<file path="config.mk">
export PLATFORM = sky130hd
export DESIGN_NAME = if_id_skid_stage
export DESIGN_NICKNAME = d
export VERILOG_FILES = /design/src/rtl/if_id_pkg.sv /design/src/rtl/sat_counter.sv /design/src/rtl/if_id_skid_stage.sv
export SDC_FILE = /design/constraint.sdc
export NUM_CORES = 1
export LEC_CHECK = 0
export ABC_AREA = 1
export CAP_MARGIN = 20
export CORE_MARGIN = 2
export CORE_UTILIZATION = 51
export CTS_CLUSTER_SIZE = 30
export DETAILED_ROUTE_END_ITERATION = 10
export PLACE_DENSITY = 0.8
export SYNTH_ARGS = -nofsm -noshare
export SYNTH_HDL_FRONTEND = slang
export SYNTH_HIERARCHICAL = 1
export SYNTH_SLANG_ARGS = --single-unit
export TNS_END_PERCENT = 1
</file>
<file path="constraint.sdc">
create_clock -name Clk -period 1.8 [get_ports Clk]
set_input_delay 0.27 -clock Clk [delete_from_list [all_inputs] [get_ports Clk]]
set_output_delay 0.27 -clock Clk [all_outputs]
set_load 0.005 [all_outputs]
</file>
<file path="src/rtl/if_id_pkg.sv">
// Shared definitions for the IF->ID skid stage: FSM state encoding, NOP payload, default widths.
package if_id_pkg;

  localparam int unsigned DEF_INSTR_W = 32;
  localparam int unsigned DEF_PC_W    = 32;
  localparam int unsigned DEF_CNT_W   = 16;

  localparam logic [31:0] NOP_INSTR = 32'h0000_0000;

  typedef enum logic [1:0] {
    ST_EMPTY = 2'd0,
    ST_ONE   = 2'd1,
    ST_TWO   = 2'd2
  } state_e;

endpackage

</file>
<file path="src/rtl/sat_counter.sv">
// Saturating up-counter with synchronous active-high clear.
module sat_counter #(
  parameter int unsigned CNT_W = 16
) (
  input  logic             Clk,
  input  logic             Reset,
  input  logic             Inc,
  output logic [CNT_W-1:0] Count
);

  localparam logic [CNT_W-1:0] MAX_CNT = '1;

  logic [CNT_W-1:0] r_count;

  always_ff @(posedge Clk) begin
    if (Reset) begin
      r_count <= '0;
    end else if (Inc && (r_count != MAX_CNT)) begin
      r_count <= r_count + CNT_W'(1);
    end
  end

  assign Count = r_count;

endmodule

</file>
<file path="src/rtl/if_id_skid_stage.sv">
// IF->ID pipeline register with a 2-entry skid buffer, flush-to-NOP and a stall-cycle counter.
// In_Ready/Out_Valid are registers, so neither depends combinationally on the handshake inputs.
module if_id_skid_stage
  import if_id_pkg::*;
#(
  parameter int unsigned INSTR_W = DEF_INSTR_W,
  parameter int unsigned PC_W    = DEF_PC_W,
  parameter int unsigned CNT_W   = DEF_CNT_W
) (
  input  logic               Clk,
  input  logic               Reset,
  input  logic               In_Valid,
  output logic               In_Ready,
  input  logic [INSTR_W-1:0] Instruction_IF,
  input  logic [PC_W-1:0]    PC_Plus_4_IF,
  input  logic               Flush,
  output logic               Out_Valid,
  input  logic               Out_Ready,
  output logic [INSTR_W-1:0] Instruction_ID,
  output logic [PC_W-1:0]    PC_Plus_4_ID,
  output logic [CNT_W-1:0]   Stall_Count
);

  state_e             r_state;
  logic               r_out_valid;
  logic               r_in_ready;
  logic [INSTR_W-1:0] r_main_instr;
  logic [PC_W-1:0]    r_main_pc;
  logic [INSTR_W-1:0] r_skid_instr;
  logic [PC_W-1:0]    r_skid_pc;

  state_e w_next_state;
  logic   w_accept;
  logic   w_consume;
  logic   w_load_main_in;
  logic   w_load_main_skid;
  logic   w_load_skid;
  logic   w_stall;

  assign w_accept  = In_Valid & r_in_ready;
  assign w_consume = r_out_valid & Out_Ready;
  assign w_stall   = r_out_valid & ~Out_Ready;

  // Next state and register load enables; Flush overrides every transition.
  always_comb begin
    w_next_state     = r_state;
    w_load_main_in   = 1'b0;
    w_load_main_skid = 1'b0;
    w_load_skid      = 1'b0;
    if (Flush) begin
      w_next_state = ST_EMPTY;
    end else begin
      case (r_state)
        ST_EMPTY: begin
          if (w_accept) begin
            w_load_main_in = 1'b1;
            w_next_state   = ST_ONE;
          end
        end
        ST_ONE: begin
          if (w_accept && w_consume) begin
            w_load_main_in = 1'b1;
          end else if (w_accept) begin
            w_load_skid  = 1'b1;
            w_next_state = ST_TWO;
          end else if (w_consume) begin
            w_next_state = ST_EMPTY;
          end
        end
        ST_TWO: begin
          if (w_consume) begin
            w_load_main_skid = 1'b1;
            w_next_state     = ST_ONE;
          end
        end
        default: w_next_state = ST_EMPTY;
      endcase
    end
  end

  always_ff @(posedge Clk) begin
    if (Reset) begin
      r_state      <= ST_EMPTY;
      r_out_valid  <= 1'b0;
      r_in_ready   <= 1'b1;
      r_main_instr <= INSTR_W'(NOP_INSTR);
      r_main_pc    <= '0;
      r_skid_instr <= INSTR_W'(NOP_INSTR);
      r_skid_pc    <= '0;
    end else begin
      r_state     <= w_next_state;
      r_out_valid <= (w_next_state != ST_EMPTY);
      r_in_ready  <= (w_next_state != ST_TWO);
      if (Flush) begin
        r_main_instr <= INSTR_W'(NOP_INSTR);
        r_main_pc    <= '0;
        r_skid_instr <= INSTR_W'(NOP_INSTR);
        r_skid_pc    <= '0;
      end else begin
        if (w_load_main_in) begin
          r_main_instr <= Instruction_IF;
          r_main_pc    <= PC_Plus_4_IF;
        end else if (w_load_main_skid) begin
          r_main_instr <= r_skid_instr;
          r_main_pc    <= r_skid_pc;
        end
        if (w_load_skid) begin
          r_skid_instr <= Instruction_IF;
          r_skid_pc    <= PC_Plus_4_IF;
        end
      end
    end
  end

  sat_counter #(
    .CNT_W (CNT_W)
  ) u_stall_cnt (
    .Clk   (Clk),
    .Reset (Reset),
    .Inc   (w_stall),
    .Count (Stall_Count)
  );

  assign Out_Valid      = r_out_valid;
  assign In_Ready       = r_in_ready;
  assign Instruction_ID = r_main_instr;
  assign PC_Plus_4_ID   = r_main_pc;

endmodule
</file>
==> results of run 1 <==
[logic make-up after synthesis]
logic type                 after synthesis
adders and majority gates                1
DFF                                    148
buffers and inverters                  165
and+or+nand+nor                        578
AOI/OAI and AO/OA                      138
xor gates and xnor gates                 1
[cell usage in the layout (no fill, tap or decap), drive strengths merged]
cell and n:
ha 1, or2 1, clkbuf 25, xor2 1, inv 81, clkdlybuf4s50 150
nand4 68, clkinv 4, nor2 183, bufinv 2, nand2 182, dfxtp 148
clkinvlp 1, a211o 1, a21oi 71, nand3 143, buf 42, o21ai 66
nor3 1
[routing by layer]
layer | share of wire (%) | global-route usage, %
met5 | 0 | 0
met4 | 2.0 | 9.99
met3 | 7.0 | 5.34
met2 | 46 | 41.1
met1 | 45 | 37.0
[final timing paths]
kind	end	slack [ns]
min	Instruction_ID[6]$_SDFFE_PP0P_	0.48
max	Stall_Count[11]	0.14
min reg2reg	Instruction_ID[6]$_SDFFE_PP0P_	0.48
max reg2reg	u_stall_cnt/Count[12]$_SDFFE_PP0P_	0.26
[cell usage after synthesis, drive strengths merged]
master	number	area share, %
nand3	143	10
nand2	182	9.7
a21oi	71	5.0
o21ai	66	4.6
ha	1	0.18
xor2	1	0.12
nor3	1	0.070
clkbuf	14	0.90
a211o	1	0.12
nor2	183	11
inv	81	4.3
dfxtp	148	42
or2	1	0.088
buf	70	6.5
nand4	68	6.1
[power by group through the flow]
stage | Clock [mW] | Sequential [mW] | Combinational (mW)
6_report | 3.56 | 3.40 | 1.03
3_5_place_dp | 0 | 3.47 | 1.02
5_1_grt | 3.73 | 3.41 | 1.13
4_1_cts | 3.60 | 3.40 | 1.03
2_1_floorplan | 0 | 3.47 | 0.554
3_3_place_gp | 0 | 3.47 | 1.01
[area by class of cell]
cell class,instances,area (um^2)
clock buffers,25,505
flip-flops and latches,148,2960
clock inverters,7,95.1
well taps,180,225
repair buffers,192,2020
fillers,1188,4310
inverters,81,304
multi-input cells,718,3360
[per-stage QoR]
step | setup TNS [ns] | hold slack, ns
finish | 0 | 0.478
global route | 0 | 0.499
floorplan | 0 | 0.433
CTS | 0 | 0.481
detailed placement | -1.54 | 0.472
global placement | -0.0159 | 0.462
[registers in the layout (all words and copies together), names as in the netlist]
signal,flops
In_Ready,1
Instruction_ID,32
Out_Valid,1
PC_Plus_4_ID,32
r_skid_instr,32
r_skid_pc,32
r_state,2
u_stall_cnt/Count,16
==> impl_results.md, run 1 <==
- Critical path endpoint category: primary output
- Cts repair resizes: 0
- Placement Rows: 43
- Cell depth of the worst setup path: 1
- Number of synthesized register bits: 148
- Chip Height: 122 um
- Power density over the cells: between 800 and 900 nW/um^2
- Crit path time final: 1.66 ns
- Number of diodes: 0
- Simple-Gate Fraction of Synth Area: between 30% and 40%
- # IOs: between 150 and 200
- All-layer global routing usage: about a quarter
- Worst Hold Class: reg2reg
- Largest net degree at the start of global routing: just under 70
- Internal Pwr Total: approximately 6 mW
- Chip width: 122 um
- CTS buffer count: 17
- Final Hold Vio Count: 0
- Antenna viol nets, final: 0
- Main combinational cell family by area after synthesis: simple AND/OR/NAND/NOR gates
- Yosys warnings: 6
- Sw power: about 1.9 mW
- Max cap viols: 0
- Clock Power Share: 44.6%
- Compound-cell area share of the yosys netlist: 9.74%
- Final number of setup-violating endpoints: 0
- Multiplexer share of the synthesized area: 0%
- Critical path cell sequence: clkdlybuf4s50_1
- Die Area: ~15,000 um^2
- H-tree Lvls: 4
- Final Total Pwr: 8.00 mW
- Comb power frac: 12.9%
- CP peak stage delay: about 0.54 ns
- Core area: 13,800 um^2
- CP Data Required Time: ~1.5 ns
- Syn_area_per_cell: 6.91 um^2
- Nature of the critical path startpoint: flop
- Reg2reg path depth: 8
- WL per Instance: 14.7 um
- Leakage: between 3 and 4 nW
- Via density: 5.36
- Fmax: 603 MHz
- Worst-Skew Late Latency: 0.42 ns
- Pre-antenna DRT Iters: 5
- Clk sinks: 148
- Yosys cell types: 27
- Worst Path Class, Setup: reg2out
- CTS Hold Bufs: 0
- I/O Buffers: 150
- Mapped Cells: 1,031
- Hold Path Origin: Instruction_ID[6]$_SDFFE_PP0P_
- R2r startpoint: u_stall_cnt/Count[0]$_SDFFE_PP0P_
- Fin cells: ~1,400
- Util after Layout: 68.7%
- Post-route cell area: 9470 um^2
- CTS clk-pin slew, worst paths: 0.06 ns
- Post-DP Area: 8870 um^2
- Worst EP arrival: 1.39 ns
- Worst path slowest cell: clkdlybuf4s50_1
- Post-Syn Nets: 1,101
- # nets final: 1,228
- Post-route setup slack: 0.142 ns
- Fin crit share: 92.1%
- Clock Tree Buf Depth: 2
- Post-Synth XOR/XNOR Area: 0.123%
- Status: complete, no violations
- Post-CTS setup buffers: 0
- Worst Path Max Fanout: 6
- CTS tree: done
- Clock skew: 0.00728 ns
- Routed WL: 19,900 um
- Area growth, synth to finish: 32.8%
- DP HPWL: 12,800 um
- Tightest Pin Transition: 0.319 ns
- Flop pwr share: 42.5%
- DP Worst Slack: -0.0481 ns
- Max-slew violation count: 0
- Initial antenna violation count: 0
- Placer Congestion: 0.882
- Post-Synth Adder-Cell Area: less than 1%
- Max_slew headroom: 78.8%
- CP Buf/Inv Count: 1
- Hold path cells: 2
- Switching fraction of total power: 24.3%
- Placed Cells: 1,319
- Post-Syn Area: 7130 um^2
- Seq/Total Area, Yosys: about two fifths
- Initial Utilization: between 50% and 60%
- Crit path launch: u_stall_cnt/Count[11]$_SDFFE_PP0P_
- Vias in the first global route: 6,407
- Share of layout cells above drive strength 1: 8.54%
- RSZ-0062 raised after global routing: no
- Root Driver: clkbuf_16
- First-pass GRT wire length: 31,700 um
- Global route overflow: 0
- Vias: slightly above 7,000
- DRC viols: 0
- DR iter-0 viols: around 800
- Crit-path leading delay family: buffers and inverters
- IR drop worst, VDD: 602 uV
(Power assumes the default switching activity.)
==> inputs of run 2 (changes only) <==
--- a/config.mk
+++ b/config.mk
@@ -7,11 +7,13 @@
 export LEC_CHECK = 0
 export ABC_AREA = 1
 export CAP_MARGIN = 20
+export CELL_PAD_IN_SITES_DETAIL_PLACEMENT = 0
+export CELL_PAD_IN_SITES_GLOBAL_PLACEMENT = 1
 export CORE_MARGIN = 2
-export CORE_UTILIZATION = 51
+export CORE_UTILIZATION = 36
 export CTS_CLUSTER_SIZE = 30
 export DETAILED_ROUTE_END_ITERATION = 10
-export PLACE_DENSITY = 0.8
+export PLACE_DENSITY_LB_ADDON = 0.1
 export SYNTH_ARGS = -nofsm -noshare
 export SYNTH_HDL_FRONTEND = slang
 export SYNTH_HIERARCHICAL = 1
==> constraint.sdc (replaced) <==
create_clock -name Clk -period 1.8 [get_ports Clk]
set_input_delay 0.27 -clock Clk [delete_from_list [all_inputs] [get_ports Clk]]
set_output_delay 0.27 -clock Clk [all_outputs]
set_load 0.02 [all_outputs]
==> impl_results.md, run 2 (synthesis results as in run 1) <==
- Initial antenna violation count: 0 (unchanged)
- Worst Path Max Fanout: 5 (-1)
- Worst EP arrival: 1.47 ns (+0.08 ns)
- TNS Setup: 0 ns (unchanged)
- Via density: 4.92 (-8.2%)
- Multi-input logic area: 3360 um^2 (+0.26%)
- Global route overflow: 0 (unchanged)
- # fillers: 2,052 (+73%)
- H-tree Lvls: 4 (unchanged)
- DRC viols: 0 (unchanged)
- Worst Hold Class: reg2reg
- RSZ-0062 raised after global routing: no
- Worst-Skew Late Latency: 0.42 ns (about the same)
- Crit-path leading delay family: buffers and inverters
- Most frequent cells in the layout: 179 x nand2_1, 166 x nor2_1, 147 x dfxtp_1, 147 x clkdlybuf4s50_1, 140 x nand3_1
- Antenna viol nets, final: 0 (unchanged)
- CTS clk-pin slew, worst paths: 0.06 ns (about the same)
- Root Driver: clkbuf_16
- DP HPWL: 14,000 um (+9.1%)
- Tightest Pin Transition: 0.347 ns (+0.0281 ns)
- Post-route cell area: 9650 um^2 (+1.9%)
- Reg area: 2960 um^2 (unchanged)
- Die Area: 20,900 um^2 (+40%)
- Post-CTS setup buffers: 0 (unchanged)
- Share of layout cells above drive strength 1: 8.92% (+0.38 points)
- Fmax: 576 MHz (-4.5%)
- Clock Tree Buf Depth: 2 (unchanged)
- Area growth, synth to finish: 35.3%
- CP Buf/Inv Count: 1 (unchanged)
- Post-DP Area: 9100 um^2 (+2.7%)
- # IOs: 151 (unchanged)
- Worst Path Class, Setup: reg2out
- CTS tree: done
- Status: complete, no violations
- Routed WL: 21,800 um (+9.9%)
- Placer Congestion: 0.757 (-14%)
- Max_slew headroom: 76.9% (-1.9 points)
- All-layer global routing usage: 21.4% (-5.3 points)
- Critical path endpoint category: primary output
- Pre-antenna DRT Iters: 5 (unchanged)
- Commonest non-fill, non-tap cell in the layout: nand2_1
- First-pass GRT wire length: 35,100 um (+11%)
- Cts repair resizes: 0 (unchanged)
- Number of diodes: 0 (unchanged)
- Final Hold Vio Count: 0 (unchanged)
- Placement Rows: 51 (+19%)
- I/O Buffers: 150 (unchanged)
- Fin crit share: 96.5% (+4.4 points)
- Nature of the critical path startpoint: flop
- CP peak stage delay: 0.64 ns (+0.10 ns)
- Largest net degree at the start of global routing: 61 (-10%)
- Clock skew: 0.00946 ns (+0.00217 ns)
- Max-slew violation count: 0 (unchanged)
- Clk sinks: 148 (unchanged)
- Initial Utilization: 36.6% (-15 points)
- Max cap viols: 0 (unchanged)
- Core area: 19,500 um^2 (+41%)
- Power density over the cells: 814 nW/um^2 (-3.7%)
- Vias in the first global route: 6,541 (+2.1%)
- DR iter-0 viols: 437 (-45%)
- CP Data Required Time: 1.53 ns (about the same)
- Worst path slowest cell: clkdlybuf4s50_1
- CTS Hold Bufs: 0 (unchanged)
- Util after Layout: 49.6% (-19 points)
- Final Total Pwr: 7.85 mW (-1.9%)
- Chip Height: 145 um (+18%)
- Leakage: 3.90 nW (+2.0%)
- Vias: 7,093 (-2.0%)
- Final number of setup-violating endpoints: 0 (unchanged)
- CTS buffer count: 17 (unchanged)
- Crit path time final: 1.74 ns (+0.0785 ns)
- WL per Instance: 15.1 um (+3.0%)
- IR drop worst, VDD: 681 uV (+13%)
- Critical path cell sequence: clkdlybuf4s50_1
- # nets final: 1,234 (+0.49%)
- Chip width: 145 um (+18%)
run 2: changes by cell type in the layout (fill, tap and decap cells not counted), sizes merged:
cell and change:
clkdlybuf4s50 -3, dlymetal6s2s +3, clkinvlp +1, clkbuf -3, bufinv -1, clkinv +3, buf +6
run 2: area by class of cell:
| cell class | count | share of cell area (%) |
|---|---|---|
| clock buffers | 22 | 4.71 |
| well taps | 265 | 3.44 |
| repair buffers | 198 | 22.2 |
| inverters | 81 | 3.15 |
| multi-input cells | 718 | 34.9 |
| clock inverters | 10 | 0.869 |
| flip-flops and latches | 148 | 30.7 |
run 2: worst paths after layout:
kind / slack (ns) / startpoint / end / depth (start not counted)
hold reg to reg: 0.48 / Instruction_ID[26]$_SDFFE_PP0P_ / Instruction_ID[26]$_SDFFE_PP0P_ / 2
setup / recovery: 0.06 / u_stall_cnt/Count[3]$_SDFFE_PP0P_ / Stall_Count[3] / 1
hold / removal: 0.48 / Instruction_ID[26]$_SDFFE_PP0P_ / Instruction_ID[26]$_SDFFE_PP0P_ / 2
setup reg to reg: 0.31 / r_state[1]$_SDFF_PP0_ / Instruction_ID[15]$_SDFFE_PP0P_ / 5
run 2: routing by layer:
layer | share of wire (%) | global-route usage, %
met4 | 0.85 | 5.98
met3 | 5.1 | 3.78
met5 | 0 | 0
met2 | 45 | 33.6
met1 | 49 | 30.1
run 2: report_power, final:
group          switching, mW  internal, mW  leakage (nW)
clock                   1.38          1.92         0.263
combinational          0.642         0.505          2.43
sequential            0.0503          3.35          1.20
run 2: stage by stage:
stage          hold slack [ns]  instances  setup WS [ns]
2_1_floorplan            0.433       1031          0.322
3_3_place_gp             0.463       1410        -0.0402
3_5_place_dp             0.472       1410        -0.0697
4_1_cts                  0.484       1442        0.00306
5_1_grt                  0.499       1442       0.000552
6_report                 0.480       1442         0.0636
